==> src/rtl/clock_ratio_monitor.sv <==
// Measures period and high time of clk_mon in clk_in cycles, tracks lock against an
// expected divide ratio, and raises sticky flags for out-of-tolerance periods and stalls.
module clock_ratio_monitor #(
    parameter int unsigned CNT_WIDTH       = 16,
    parameter int unsigned EXPECTED_PERIOD = 2,
    parameter int unsigned TOLERANCE       = 0,
    parameter int unsigned LOCK_COUNT      = 4,
    parameter int unsigned TIMEOUT         = 64
) (
    input  logic                 clk_in,
    input  logic                 rst,
    input  logic                 enable,
    input  logic                 err_clr,
    input  logic                 clk_mon,
    output logic [CNT_WIDTH-1:0] period,
    output logic [CNT_WIDTH-1:0] high_time,
    output logic                 period_valid,
    output logic                 locked,
    output logic                 error,
    output logic                 timeout
);

    typedef enum logic [1:0] {
        IDLE,
        ACQUIRE,
        TRACK
    } state_t;

    localparam logic [CNT_WIDTH-1:0] ONE       = {{(CNT_WIDTH-1){1'b0}}, 1'b1};
    localparam logic [CNT_WIDTH-1:0] TIMEOUT_C = CNT_WIDTH'(TIMEOUT);
    localparam logic [CNT_WIDTH:0]   EXP_C     = (CNT_WIDTH+1)'(EXPECTED_PERIOD);
    localparam logic [CNT_WIDTH:0]   TOL_C     = (CNT_WIDTH+1)'(TOLERANCE);
    localparam logic [3:0]           LOCK_C    = 4'(LOCK_COUNT);

    state_t                 state_q, state_d;
    logic                   mon_q, mon_d;
    logic [CNT_WIDTH-1:0]   cnt_q, cnt_d;
    logic [CNT_WIDTH-1:0]   hcnt_q, hcnt_d;
    logic [3:0]             match_q, match_d;
    logic [CNT_WIDTH-1:0]   period_q, period_d;
    logic [CNT_WIDTH-1:0]   high_time_q, high_time_d;
    logic                   period_valid_q, period_valid_d;
    logic                   locked_q, locked_d;
    logic                   error_q, error_d;
    logic                   timeout_q, timeout_d;

    logic                   rise;
    logic                   err_set;
    logic                   to_set;
    logic                   in_tol;
    logic [CNT_WIDTH:0]     cnt_ext;
    logic [CNT_WIDTH:0]     dev;
    logic [CNT_WIDTH-1:0]   cnt_inc;
    logic [CNT_WIDTH-1:0]   hcnt_inc;
    logic [3:0]             match_inc;

    always_comb begin
        rise      = clk_mon & ~mon_q;
        cnt_inc   = (&cnt_q) ? cnt_q : cnt_q + ONE;
        hcnt_inc  = (clk_mon && !(&hcnt_q)) ? hcnt_q + ONE : hcnt_q;
        cnt_ext   = {1'b0, cnt_q};
        dev       = (cnt_ext >= EXP_C) ? cnt_ext - EXP_C : EXP_C - cnt_ext;
        in_tol    = (dev <= TOL_C);
        match_inc = (match_q >= LOCK_C) ? LOCK_C : match_q + 4'd1;

        state_d        = state_q;
        mon_d          = clk_mon;
        cnt_d          = cnt_q;
        hcnt_d         = hcnt_q;
        match_d        = match_q;
        period_d       = period_q;
        high_time_d    = high_time_q;
        period_valid_d = 1'b0;
        locked_d       = locked_q;
        err_set        = 1'b0;
        to_set         = 1'b0;

        if (!enable) begin
            state_d  = IDLE;
            cnt_d    = '0;
            hcnt_d   = '0;
            locked_d = 1'b0;
            match_d  = '0;
        end else begin
            case (state_q)
                IDLE: begin
                    cnt_d    = '0;
                    hcnt_d   = '0;
                    locked_d = 1'b0;
                    match_d  = '0;
                    state_d  = ACQUIRE;
                end
                ACQUIRE, TRACK: begin
                    // A rise always beats the timeout check in the same cycle.
                    if (rise) begin
                        cnt_d   = ONE;
                        hcnt_d  = ONE;
                        state_d = TRACK;
                        if (state_q == TRACK) begin
                            period_d       = cnt_q;
                            high_time_d    = hcnt_q;
                            period_valid_d = 1'b1;
                            if (in_tol) begin
                                match_d  = match_inc;
                                locked_d = (match_inc == LOCK_C);
                            end else begin
                                err_set  = 1'b1;
                                locked_d = 1'b0;
                                match_d  = '0;
                            end
                        end
                    end else if (cnt_q == TIMEOUT_C) begin
                        to_set   = 1'b1;
                        locked_d = 1'b0;
                        match_d  = '0;
                        cnt_d    = '0;
                        hcnt_d   = '0;
                        state_d  = ACQUIRE;
                    end else begin
                        cnt_d  = cnt_inc;
                        hcnt_d = hcnt_inc;
                    end
                end
                default: state_d = IDLE;
            endcase
        end

        error_d   = (error_q & ~err_clr) | err_set;
        timeout_d = (timeout_q & ~err_clr) | to_set;
    end

    always_ff @(posedge clk_in) begin
        if (rst) begin
            state_q        <= IDLE;
            mon_q          <= 1'b0;
            cnt_q          <= '0;
            hcnt_q         <= '0;
            match_q        <= '0;
            period_q       <= '0;
            high_time_q    <= '0;
            period_valid_q <= 1'b0;
            locked_q       <= 1'b0;
            error_q        <= 1'b0;
            timeout_q      <= 1'b0;
        end else begin
            state_q        <= state_d;
            mon_q          <= mon_d;
            cnt_q          <= cnt_d;
            hcnt_q         <= hcnt_d;
            match_q        <= match_d;
            period_q       <= period_d;
            high_time_q    <= high_time_d;
            period_valid_q <= period_valid_d;
            locked_q       <= locked_d;
            error_q        <= error_d;
            timeout_q      <= timeout_d;
        end
    end

    assign period       = period_q;
    assign high_time    = high_time_q;
    assign period_valid = period_valid_q;
    assign locked       = locked_q;
    assign error        = error_q;
    assign timeout      = timeout_q;

endmodule

==> config.mk <==
export PLATFORM = sky130hd
export DESIGN_NAME = clock_ratio_monitor
export DESIGN_NICKNAME = d
export VERILOG_FILES = /design/src/rtl/clock_ratio_monitor.sv
export SDC_FILE = /design/constraint.sdc
export NUM_CORES = 1
export LEC_CHECK = 0
export BUFFER_PORTS_ARGS = -buffer_cell sky130_fd_sc_hd__buf_2
export CORE_UTILIZATION = 40
export CTS_CLUSTER_DIAMETER = 150
export DETAILED_ROUTE_END_ITERATION = 8
export SLEW_MARGIN = 20
export SYNTH_ARGS = -nofsm -noshare
export SYNTH_HDL_FRONTEND = slang
export SYNTH_SLANG_ARGS = --single-unit
export TNS_END_PERCENT = 1
==> constraint.sdc <==
create_clock -name clk_in -period 2.1 [get_ports clk_in]
set_input_delay 0.105 -clock clk_in [delete_from_list [all_inputs] [get_ports clk_in]]
set_output_delay 0.105 -clock clk_in [all_outputs]
set_load 0.02 [all_outputs]
==> results.sh <==
export IMPL_fin_hold_ws_ns=0.0207
export IMPL_syn_to_final_growth_pct=28.4
export IMPL_final_layout_size_suffix_gt1_share_pct=32.0
export IMPL_tightest_slew_ns=0.490
export IMPL_crit_path_start_kind="register"
export IMPL_dieArea_mm2=0.00977
export IMPL_clock_skew_ns=0.0102
export IMPL_ys_seq_area_share_pct=40.0
export IMPL_setup_viol=4
export IMPL_rows=34
export IMPL_critPathArrivalTime_ns=2.45
export IMPL_synth_area_mm2=0.00375
export IMPL_cts_buffers=9
export IMPL_diodes=0
export IMPL_synthCells=452
export IMPL_rsz0062_at_grt="true"
export IMPL_min_period_over_period_pct=103
export IMPL_dp_cells=617
export IMPL_dp_hpwl_um=6910
export IMPL_critical_path_class="register to register"
export IMPL_grt_pass1_wl_um=16500
export IMPL_cts_tree="yes"
export IMPL_htreeDepth=3
export IMPL_firstDrtPassIters=5
export IMPL_synth_top_area_cell="dfxtp_1"
export IMPL_maxSlewViolCount=0
export IMPL_ant_nets=0
export IMPL_vdd_ir_drop_worst_v=0.000330
export IMPL_synth_flop_cell="dfxtp_1"
export IMPL_ios=41
export IMPL_hold_viol=0
export IMPL_synthTopCellsByCount="nand2_1, dfxtp_1, a21oi_1"
export IMPL_root_buffer="clkbuf_8"
export IMPL_fillers=818
export IMPL_synthArstFlopShare_pct=0
export IMPL_syn_area_per_cell_um2=8.30
export IMPL_vias=3432
export IMPL_drt_iter0_drc=136
export IMPL_gp_congestion=0.965
export IMPL_violations="setup timing"
export IMPL_fin_ws_ns=-0.0643
export IMPL_numPortBuffers=40
export IMPL_power_density_mw_per_mm2=550
export IMPL_max_clock_freq_ghz=0.462
export IMPL_grt_max_degree=33
export IMPL_required_ns=2.39
export IMPL_yosys_area_top_type_share_pct=40.0
export IMPL_drt_wl_total_um=9940
export IMPL_drc=0
export IMPL_grt_pass1_vias=3366
export IMPL_synth_seq_cells=75
export IMPL_insertion_delay_ns=0.35
export IMPL_maxCapViolCount=0
export IMPL_yosysUniqueCellTypes=53
export IMPL_clock_sinks=75
export IMPL_antenna_found_initial=0
export IMPL_instances_no_fill=639
export IMPL_end_kind="register"
export IMPL_finalCriticalPeriod_ns=2.16
export IMPL_clk_pin_slew_ns=0.08
export IMPL_cp_max_fo=7
export IMPL_routed_via_density=5.37
export IMPL_yosysWarnings=0
export IMPL_die_w_um=98.8
export IMPL_core_area_mm2=0.00889
export IMPL_die_y_um=98.8
export IMPL_track_usage_pct=21.2
export IMPL_syn_nets=468
export IMPL_status="finished with violations"
export IMPL_leakagePower_nw=1.83
export IMPL_start_util_pct=42.2
export IMPL_final_nets=542
export IMPL_synth_area_top_cells="dfxtp_1, nand2_1, a21oi_1, xnor2_1, ha_1"
export IMPL_slew_limit_headroom_pct=67.3
export IMPL_wl_per_cell_um=15.6
export IMPL_total_power_mw=2.65
export IMPL_synth_most_common_cell="nand2_1"
export IMPL_overflow=0
export IMPL_cts_buffer_depth=2
export IMPL_hold_class="input port to register"
export IMPL_synth_edf_count=0
==> critical path, stage by stage, from the launching register on <==
cell and delay (ns):
dfxtp_1 0.35, buf_4 0.18, nor4_2 0.39, nand4b_1 0.18
xnor2_1 0.27, a31oi_2 0.20, nor4_4 0.33, a32o_1 0.21
==> cell families after synthesis <==
group	Yosys count	share of synthesized area, %
XOR/XNOR	26	6.07
flip-flops	75	40.0
buffers and inverters	41	5.17
AND/OR/NAND/NOR	215	31.1
adder cells (fa/ha/maj)	12	3.94
multiplexers	1	0.300
AO/OA/AOI/OAI	82	13.4
==> what timing repair did <==
action,in CTS,in global routing
setup endpoints to repair,4,34
gates resized for setup,14,44
pin swaps,5,14
buffers inserted,2,4
hold buffers,1,0
endpoints found under the hold margin,1,0
==> power by group <==
group | leakage [nW] | switching (mW) | internal, mW | total, mW
Sequential | 0.612 | 0.00298 | 1.42 | 1.42
Clock | 0.0966 | 0.563 | 0.552 | 1.11
Combinational | 1.12 | 0.0675 | 0.0420 | 0.110
==> registers in the layout, summed over array words and instances (netlist names) <==
signal	flops
error	1
mon_q	1
locked	1
cnt_q	16
match_q	4
period_valid	1
high_time	16
hcnt_q	16
timeout	1
state_q	2
period	16
==> routing by layer <==
metal  wire length (um)  track usage, %  vias to the layer above
met5                  0               0                        -
met4                 97            5.97                        0
met3                506            4.47                       11
met2               4590            33.4                      110
met1               4740            29.4                     1606
li1                   -               -                     1705
==> final timing paths <==
kind,from,endpoint,slack (ns),cells after the start
setup / recovery,cnt_q[6]$_SDFFE_PP0P_,match_q[1]$_SDFFE_PP0P_,-0.06,7
hold / removal,clk_mon,mon_q$_SDFF_PP0_,0.02,2
setup reg to reg,cnt_q[6]$_SDFFE_PP0P_,match_q[1]$_SDFFE_PP0P_,-0.06,7
hold reg to reg,period[11]$_SDFFE_PP0P_,period[11]$_SDFFE_PP0P_,0.45,2
==> metrics by stage <==
stage                     instance area (um^2)  worst slack [ns]  setup TNS, ns  utilization (%)
after CTS                                 4600           0.00586              0             51.8
after floorplan                           3750            0.0811              0                -
after global placement                    4310           -0.0155        -0.0159             48.5
after global routing                      4810            -0.165          -1.07             54.2
final                                     4810           -0.0643         -0.150             54.2
after detailed placement                  4310            -0.123         -0.393             48.5
==> layout make-up <==
cell class	count	area, um^2	area share [%]
clock buffer	10	128	2.65
sequential	75	1530	31.7
multi-input combinational	336	2290	47.6
inverter	10	37.5	0.780
clock inverter	6	65.1	1.35
tap	108	135	2.81
timing repair buffer	94	633	13.1
==> layout by cell type (no fill, tap or decap), drive strengths merged, types with 5 or more instances in the layout <==
cell type  count
nand2         85
ha            11
or3            5
and3           5
clkbuf        10
nor4          17
nand4          9
nor3          16
dfxtp         75
xnor2         24
nor2          36
buf           93
o21ai         19
a21oi         47
nand3         17
inv           11
No activity file was read; power rests on OpenSTA's default activity.
